--- src/rtl/sensor_state.sv ---
// Free-running frame sequencer for the pixel array: IDLE, then erase, expose,
// ramp-convert and row readout, repeating until reset.
module sensor_state #(
   parameter int PIXEL_ARRAY_HEIGHT = 2,
   parameter int PIXEL_ARRAY_WIDTH  = 2,
   parameter int PIXEL_BITS         = 8,
   parameter int ERASE_CYCLES       = 5,
   parameter int EXPOSE_CYCLES      = 255,
   parameter int ROW_READ_CYCLES    = 1
) (
   input  logic                          CLK,
   input  logic                          RESET,
   output logic                          PIXEL_ERASE,
   output logic                          PIXEL_EXPOSE,
   output logic [PIXEL_ARRAY_HEIGHT-1:0] SENSOR_ROW_SELECT,
   output logic [PIXEL_BITS-1:0]         PIXEL_CONVERT_COUNTER
);

   localparam int ROW_W = (PIXEL_ARRAY_HEIGHT > 1) ? $clog2(PIXEL_ARRAY_HEIGHT) : 1;

   localparam logic [2:0] S_IDLE    = 3'd0;
   localparam logic [2:0] S_ERASE   = 3'd1;
   localparam logic [2:0] S_EXPOSE  = 3'd2;
   localparam logic [2:0] S_CONVERT = 3'd3;
   localparam logic [2:0] S_READ    = 3'd4;

   localparam logic [15:0]      ERASE_LAST  = 16'(ERASE_CYCLES - 1);
   localparam logic [15:0]      EXPOSE_LAST = 16'(EXPOSE_CYCLES - 1);
   localparam logic [15:0]      CONV_LAST   = 16'((1 << PIXEL_BITS) - 1);
   localparam logic [15:0]      READ_LAST   = 16'(ROW_READ_CYCLES - 1);
   localparam logic [ROW_W-1:0] ROW_LAST    = ROW_W'(PIXEL_ARRAY_HEIGHT - 1);

   // Column count does not affect sequencing; it is only sanity-checked here.
   if (PIXEL_ARRAY_WIDTH < 1 || PIXEL_ARRAY_HEIGHT < 1 || PIXEL_BITS < 1 || PIXEL_BITS > 16 ||
       ERASE_CYCLES < 1 || EXPOSE_CYCLES < 1 || ROW_READ_CYCLES < 1) begin : g_bad_cfg
      $error("sensor_state: invalid parameter set");
   end

   logic [2:0]                    r_state;
   logic [15:0]                   r_cnt;
   logic [ROW_W-1:0]              r_row;
   logic [PIXEL_ARRAY_HEIGHT-1:0] w_row_sel;

   always_ff @(posedge CLK or negedge RESET) begin
      if (!RESET) begin
         r_state <= S_IDLE;
         r_cnt   <= '0;
         r_row   <= '0;
      end else begin
         case (r_state)
            S_IDLE: begin
               r_state <= S_ERASE;
               r_cnt   <= '0;
            end
            S_ERASE: begin
               if (r_cnt == ERASE_LAST) begin
                  r_state <= S_EXPOSE;
                  r_cnt   <= '0;
               end else begin
                  r_cnt <= r_cnt + 16'd1;
               end
            end
            S_EXPOSE: begin
               if (r_cnt == EXPOSE_LAST) begin
                  r_state <= S_CONVERT;
                  r_cnt   <= '0;
               end else begin
                  r_cnt <= r_cnt + 16'd1;
               end
            end
            S_CONVERT: begin
               if (r_cnt == CONV_LAST) begin
                  r_state <= S_READ;
                  r_cnt   <= '0;
                  r_row   <= '0;
               end else begin
                  r_cnt <= r_cnt + 16'd1;
               end
            end
            S_READ: begin
               if (r_cnt == READ_LAST) begin
                  r_cnt <= '0;
                  // Last row wraps straight into the next frame's erase.
                  if (r_row == ROW_LAST) begin
                     r_state <= S_ERASE;
                     r_row   <= '0;
                  end else begin
                     r_row <= r_row + ROW_W'(1);
                  end
               end else begin
                  r_cnt <= r_cnt + 16'd1;
               end
            end
            default: begin
               r_state <= S_IDLE;
               r_cnt   <= '0;
               r_row   <= '0;
            end
         endcase
      end
   end

   always_comb begin
      w_row_sel = '0;
      for (int i = 0; i < PIXEL_ARRAY_HEIGHT; i++) begin
         if (r_state == S_READ && r_row == ROW_W'(i)) w_row_sel[i] = 1'b1;
      end
   end

   assign PIXEL_ERASE           = (r_state == S_ERASE);
   assign PIXEL_EXPOSE          = (r_state == S_EXPOSE);
   assign SENSOR_ROW_SELECT     = w_row_sel;
   assign PIXEL_CONVERT_COUNTER = (r_state == S_CONVERT) ? r_cnt[PIXEL_BITS-1:0] : '0;

endmodule

--- config.mk ---
export PLATFORM = sky130hd
export DESIGN_NAME = sensor_state
export DESIGN_NICKNAME = d
export VERILOG_FILES = /design/src/rtl/sensor_state.sv
export SDC_FILE = /design/constraint.sdc
export NUM_CORES = 1
export LEC_CHECK = 0
export CELL_PAD_IN_SITES_DETAIL_PLACEMENT = 0
export CELL_PAD_IN_SITES_GLOBAL_PLACEMENT = 1
export CORE_UTILIZATION = 40
export CTS_BUF_LIST = sky130_fd_sc_hd__clkbuf_4
export CTS_CLUSTER_SIZE = 14
export DETAILED_ROUTE_END_ITERATION = 10
export PLACE_DENSITY_LB_ADDON = 0.1
export SLEW_MARGIN = 20
export SYNTH_ARGS = -nofsm -noshare
export SYNTH_HDL_FRONTEND = slang
export SYNTH_SLANG_ARGS = --single-unit
--- constraint.sdc ---
create_clock -name CLK -period 5.6 [get_ports CLK]
set_clock_uncertainty 0.15 [all_clocks]
set_input_delay 0.56 -clock CLK [delete_from_list [all_inputs] [get_ports CLK]]
set_output_delay 0.56 -clock CLK [all_outputs]
set_load 0.05 [all_outputs]
==> impl_metrics.yaml, run 1 <==
run_status:
  status: "complete, but fails checks"
  violations: "design-rule violations"
worst_setup_path:
  crit_type: "reg -> out"
  crit_fanout: 10
  worst-path-buf-inv: 2
  cp.arrival_ns: 2.64
  slowest_stage: "clkdlybuf4s50_1"
  slowest_delay_ns: 0.80
  cp.required_ns: 4.89
  cp_top_family: "simple AND/OR/NAND/NOR gates"
  crit_path_cell_trace: "inv_1 -> nor3b_1 -> and2_1 -> clkdlybuf4s50_1"
  worstSetupStartpointType: "flip-flop"
  endpoint_kind: "output pin"
synthesis:
  synthArstFlopShare_pct: 100
  avgSynthCellArea_sq_um: 9.20
  synthDistinctLibCells: 32
  syn_area_sq_um: 1240
  ys.flop_type: "dfrtp_1"
  yosys-top-cells-count: "20 x dfrtp_1, 20 x nor2_1, 10 x and2_1"
  synth_nets: 141
  yosysSeqAreaShare_pct: 40.3
  synth_top_area_share_pct: 40.3
  synth_warnings: 0
  synth.area.top_cells: "dfrtp_1 40%, nor2_1 6.0%, xor2_1 5.6%"
  synth_edf_count: 0
  ys_seq_elements: 20
  postSynthCellCount: 135
  synth_top_area_cell: "dfrtp_1"
clock_tree:
  cts_sinks: 20
  cts_setup_buffers: 0
  clk_latency_ns: 0.31
  cts_tree: "done"
  cts_made_buffers: 3
  clk_path_buf_depth: 2
  postCtsHoldBufs: 0
  clock_tree.htree_level_count: 1
  post_cts_resized: 0
  cts_root_buf: "clkbuf_4"
  clkTransAtPathRegs_ns: 0.13
pwr:
  p_leak_uw: 0.000593
  p_sw_share_pct: 18.3
  peakVddDrop_v: 0.000188
  clkPwrFrac_pct: 44.4
  power_frac_comb_pct: 1.3
  seqPwrFrac_pct: 54.3
  p_per_area_nw_per_um2: 187
  netSwitchingPower_uw: 48.6
  internal_power_uw: 217
layout:
  area_growth_pct: 14.4
  drive_gt1_share_pct: 6.21
  final_nets: 152
  diodes: 0
  nFillCells: 287
timing:
  finalMaxSlewViolations: 0
  setup_viol: 0
  max_freq_mhz: 299
  hold_viol: 0
  fin_setup_tns_ns: 0
  post-route-period-util_pct: 59.8
  slew_headroom_pct: 37.7
  worst_pin_slew_ns: 0.932
  period_needed_ns: 3.35
  hold_slack_ns: 0.386
  rsz0062_at_grt: "false"
routing:
  drt_iter0_drc: 39
  firstDrtPassIters: 7
  routedWlPerCell_microns: 14.2
  drt-total-wl_mm: 2.49
  drc: 2
  avgViaCountPerCell: 5.32
  vias: 936
  ant_nets: 0
die:
  die_h_microns: 57.7
  fp.dieW_microns: 57.7
  start_util_pct: 43.6
  dieArea_sq_um: 3330
  core_sq_um: 2850
  num_io_pins: 14
  num_rows: 19
global_route:
  grt_pass1_wl_mm: 4.40
  use_met1_pct: 22.3
  grt_max_degree: 21
  grt.busiest_layer: "met2"
  grt_pass1_vias: 938
  grtUsageMet3_pct: 4.24
  grt_overflow: 0
  grt_use_met2_pct: 29.9
  track_usage_pct: 17.3
  grt_antenna_before_repair: 0
place:
  io_buffers: 13
  place_congestion: 0.754
  hpwl_mm: 1.89
flow_run:
  max_cap_violations: 0
min_path:
  holdCritPathClass: "reg -> reg"
==> cells by family after synthesis <==
family	share of synthesized area (%)
compound gates	6.95
xor+xnor	9.87
fa+ha+maj	4.03
buf+inv	4.63
flops	40.3
simple gates	34.2
==> state kept, by name, summed over array words and instances, names as in the netlist <==
signal	flops
r_cnt	16
r_row	1
r_state	3
==> layout make-up <==
type                            count  area, sq um  area share [%]
Sequential cell                    20          500            35.2
Clock inverter                      1         30.0            2.11
Clock buffer                        3         22.5            1.58
Multi-Input combinational cell    104          684            48.2
Inverter                            4         15.0            1.06
Tap cell                           31         38.8            2.73
Timing Repair Buffer               13          130            9.15
==> metrics by stage <==
step	util, %	instance area, sq um	std cells	power (uW)	worst slack [ns]
after CTS	49.8	1420	176	272	2.15
final	49.8	1420	176	266	2.25
after detailed placement	48.0	1370	172	151	2.52
after floorplan	-	1240	135	147	3.02
after global placement	48.0	1370	172	151	2.62
after global routing	49.8	1420	176	276	2.02
==> final timing paths <==
| path | startpoint | endpoint | slack [ns] | cells past startpoint |
|---|---|---|---|---|
| worst max-delay path | r_state[0] | PIXEL_CONVERT_COUNTER[1] | 2.25 | 4 |
| worst min-delay path | r_cnt[0] | r_cnt[0] | 0.39 | 1 |
| worst max register to register | r_cnt[11] | r_cnt[8] | 3.02 | 5 |
| worst min register to register | r_cnt[0] | r_cnt[0] | 0.39 | 1 |
| max in group asynchronous | RESET | r_cnt[7] | 4.11 | 1 |
| min in group asynchronous | RESET | r_state[2] | 0.61 | 1 |
==> metal layers <==
metal | vias to the layer above | share of wire (%)
met1 | 442 | 48
li1 | 477 | -
met4 | 0 | 0.68
met3 | 2 | 3.3
met5 | - | 0
met2 | 15 | 48
==> power by group through the flow <==
stage | clock network, uW | logic (uW) | registers (uW)
finish | 118 | 3.44 | 144
global route | 128 | 4.16 | 144
CTS | 124 | 3.77 | 144
detailed placement | 0 | 3.76 | 147
global placement | 0 | 3.72 | 147
floorplan | 0 | 0.000287 | 147
==> cells in the final DEF (no fill, tap or decap) <==
master,netlist,routed
xnor2_1,6,6
nand2_1,9,9
nor4_2,2,2
nand4_1,4,4
and4_1,2,2
xor2_1,8,8
nor4b_1,1,1
o21a_1,1,1
dfrtp_1,20,20
a21o_1,1,1
a21oi_1,4,4
nor4_4,1,1
nor2_1,20,20
nand2b_1,1,1
and3_1,3,3
nor2b_1,3,3
a311o_1,1,1
clkdlybuf4s50_1,0,13
nand3_1,9,9
nor3_1,4,4
or3b_4,1,1
inv_1,4,4
clkbuf_4,0,3
bufinv_16,0,1
and2_1,10,10
ha_1,4,4
a211oi_4,1,1
o21ai_0,1,1
o2bb2ai_1,1,1
nor4_1,1,1
nor3b_1,4,4
o31ai_1,1,1
Note: power is estimated with default switching activity, not from simulation.
==> run 2, diff against run 1 <==
==> constraint.sdc (replaced) <==
create_clock -name CLK -period 3.45 [get_ports CLK]
set_clock_uncertainty 0.15 [all_clocks]
set_input_delay 0.345 -clock CLK [delete_from_list [all_inputs] [get_ports CLK]]
set_output_delay 0.345 -clock CLK [all_outputs]
set_load 0.05 [all_outputs]
==> impl_metrics.yaml, run 2 (synthesis gave the netlist of run 1 again) <==
worst_setup_path:
  crit_path_cell_trace: "inv_1 -> nor3b_1 -> and2_1 -> clkdlybuf4s50_1"
  slowest_delay_ns: 0.80
  regToRegStartpoint: "r_cnt[10]"
  cp.required_ns: 2.95
  slowest_stage: "clkdlybuf4s50_1"
  endpoint_kind: "output pin"
  crit_fanout: 10
  worstSetupStartpointType: "flip-flop"
  r2r-end: "r_state[0]"
  cp_top_family: "simple AND/OR/NAND/NOR gates"
  crit_type: "reg -> out"
  worst-path-buf-inv: 2
  rrSetupSlack_ns: 0.84
  cp.arrival_ns: 2.68
  r2r_cells: 5
layout:
  register_area_sq_um: 500
  multi_input_area_sq_um: 684
  nFillCells: 288
  diodes: 0
  drive_gt1_share_pct: 5.52
  final_util_pct: 48.9
  largest_register_ffs: 16
  regMostFlops: "r_cnt"
  final_cell_mix: "20 x nor2_1, 20 x dfrtp_1, 13 x clkdlybuf4s50_1, 10 x and2_1"
  top_regs: "r_cnt: 16 flops, r_state: 3 flops, r_row: 1 flops"
  area_growth_pct: 12.3
  final_nets: 152
global_route:
  track_usage_pct: 17.8
  grt_antenna_before_repair: 0
  grt_pass1_wl_mm: 4.46
  grt_overflow: 0
  grt_max_degree: 21
  grt_pass1_vias: 932
place:
  place_congestion: 0.738
  hpwl_mm: 1.82
  io_buffers: 13
timing:
  period_needed_ns: 3.17
  hold_slack_ns: 0.400
  fin_setup_tns_ns: 0
  max_freq_mhz: 315
  post-route-period-util_pct: 92.0
  slew_headroom_pct: 36.8
  setup_viol: 0
  hold_viol: 0
  rsz0062_at_grt: "false"
  worst_pin_slew_ns: 0.945
  finalMaxSlewViolations: 0
clock_tree:
  cts_sinks: 20
  clk_path_buf_depth: 2
  cts_root_buf: "clkbuf_4"
  cts_tree: "done"
  clk_latency_ns: 0.30
  cts_made_buffers: 3
  clock_tree.htree_level_count: 1
  clkTransAtPathRegs_ns: 0.12
  cts_setup_buffers: 0
  postCtsHoldBufs: 0
  post_cts_resized: 0
die:
  fp.dieW_microns: 57.7
  num_io_pins: 14
  num_rows: 19
  start_util_pct: 43.6
  die_h_microns: 57.7
  core_sq_um: 2850
  dieArea_sq_um: 3330
run_status:
  violations: "design-rule violations"
  status: "complete, but fails checks"
pwr:
  peakVddDrop_v: 0.000122
  p_leak_uw: 0.000580
  power_uw: 357
  p_per_area_nw_per_um2: 256
routing:
  vias: 953
  drt-total-wl_mm: 2.50
  drt_iter0_drc: 42
  avgViaCountPerCell: 5.41
  routedWlPerCell_microns: 14.2
  firstDrtPassIters: 7
  ant_nets: 0
  drc: 2
min_path:
  holdCritPathClass: "in -> async"
flow_run:
  max_cap_violations: 0
run 2: cell types whose count changed in the layout (fill, tap and decap cells not counted), sizes merged:
cell / delta
bufinv: -1
clkinv: +1
run 2: area by class of cell:
class | instances | share of cell area (%)
clock inverter | 1 | 0.269
tap | 31 | 2.78
multi-input combinational | 104 | 49.1
timing repair buffer | 13 | 9.33
inverter | 4 | 1.08
sequential | 20 | 35.9
clock buffer | 3 | 1.61
run 2: where the power goes:
part	total, uW	switching [uW]	leakage (uW)	internal (uW)
Combinational	5.65	4.65	0.000310	0.993
Sequential	234	0	0.000255	234
Clock	117	75.0	0.0000154	42.3
Total	357	79.7	0.000580	278
run 2: worst max-delay path by stage:
stage,start,end,slack [ns],cells after the start
floorplan,r_state[1],r_cnt[2],0.87,6
global placement,r_state[0],PIXEL_CONVERT_COUNTER[1],0.70,4
detailed placement,r_state[0],PIXEL_CONVERT_COUNTER[7],0.66,4
CTS,r_state[0],PIXEL_CONVERT_COUNTER[7],0.28,4
global route,r_state[0],PIXEL_CONVERT_COUNTER[1],0.12,4
finish,r_state[0],PIXEL_CONVERT_COUNTER[0],0.28,4
run 2: stage by stage:
stage / setup slack (ns) / instances / cell area (sq um)
after global routing: 0.122 / 176 / 1400
after global placement: 0.696 / 172 / 1370
final: 0.276 / 176 / 1400
after floorplan: 0.870 / 135 / 1240
after detailed placement: 0.660 / 172 / 1370
after CTS: 0.285 / 176 / 1400
run 2: worst register-to-register path, stage by stage (launching register included):
cell	delay, ns
dfrtp_1	0.43
nor4_2	0.47
nand4_1	0.21
or3b_4	0.43
a211oi_4	0.67
o2bb2ai_1	0.19
run 2: layer usage:
layer | routed length (microns) | GRT usage (%) | vias up
li1 | - | - | 477
met1 | 1250 | 24.8 | 454
met2 | 1110 | 27.7 | 17
met3 | 83 | 2.23 | 5
met5 | 0 | 0 | -
met4 | 47 | 8.16 | 0
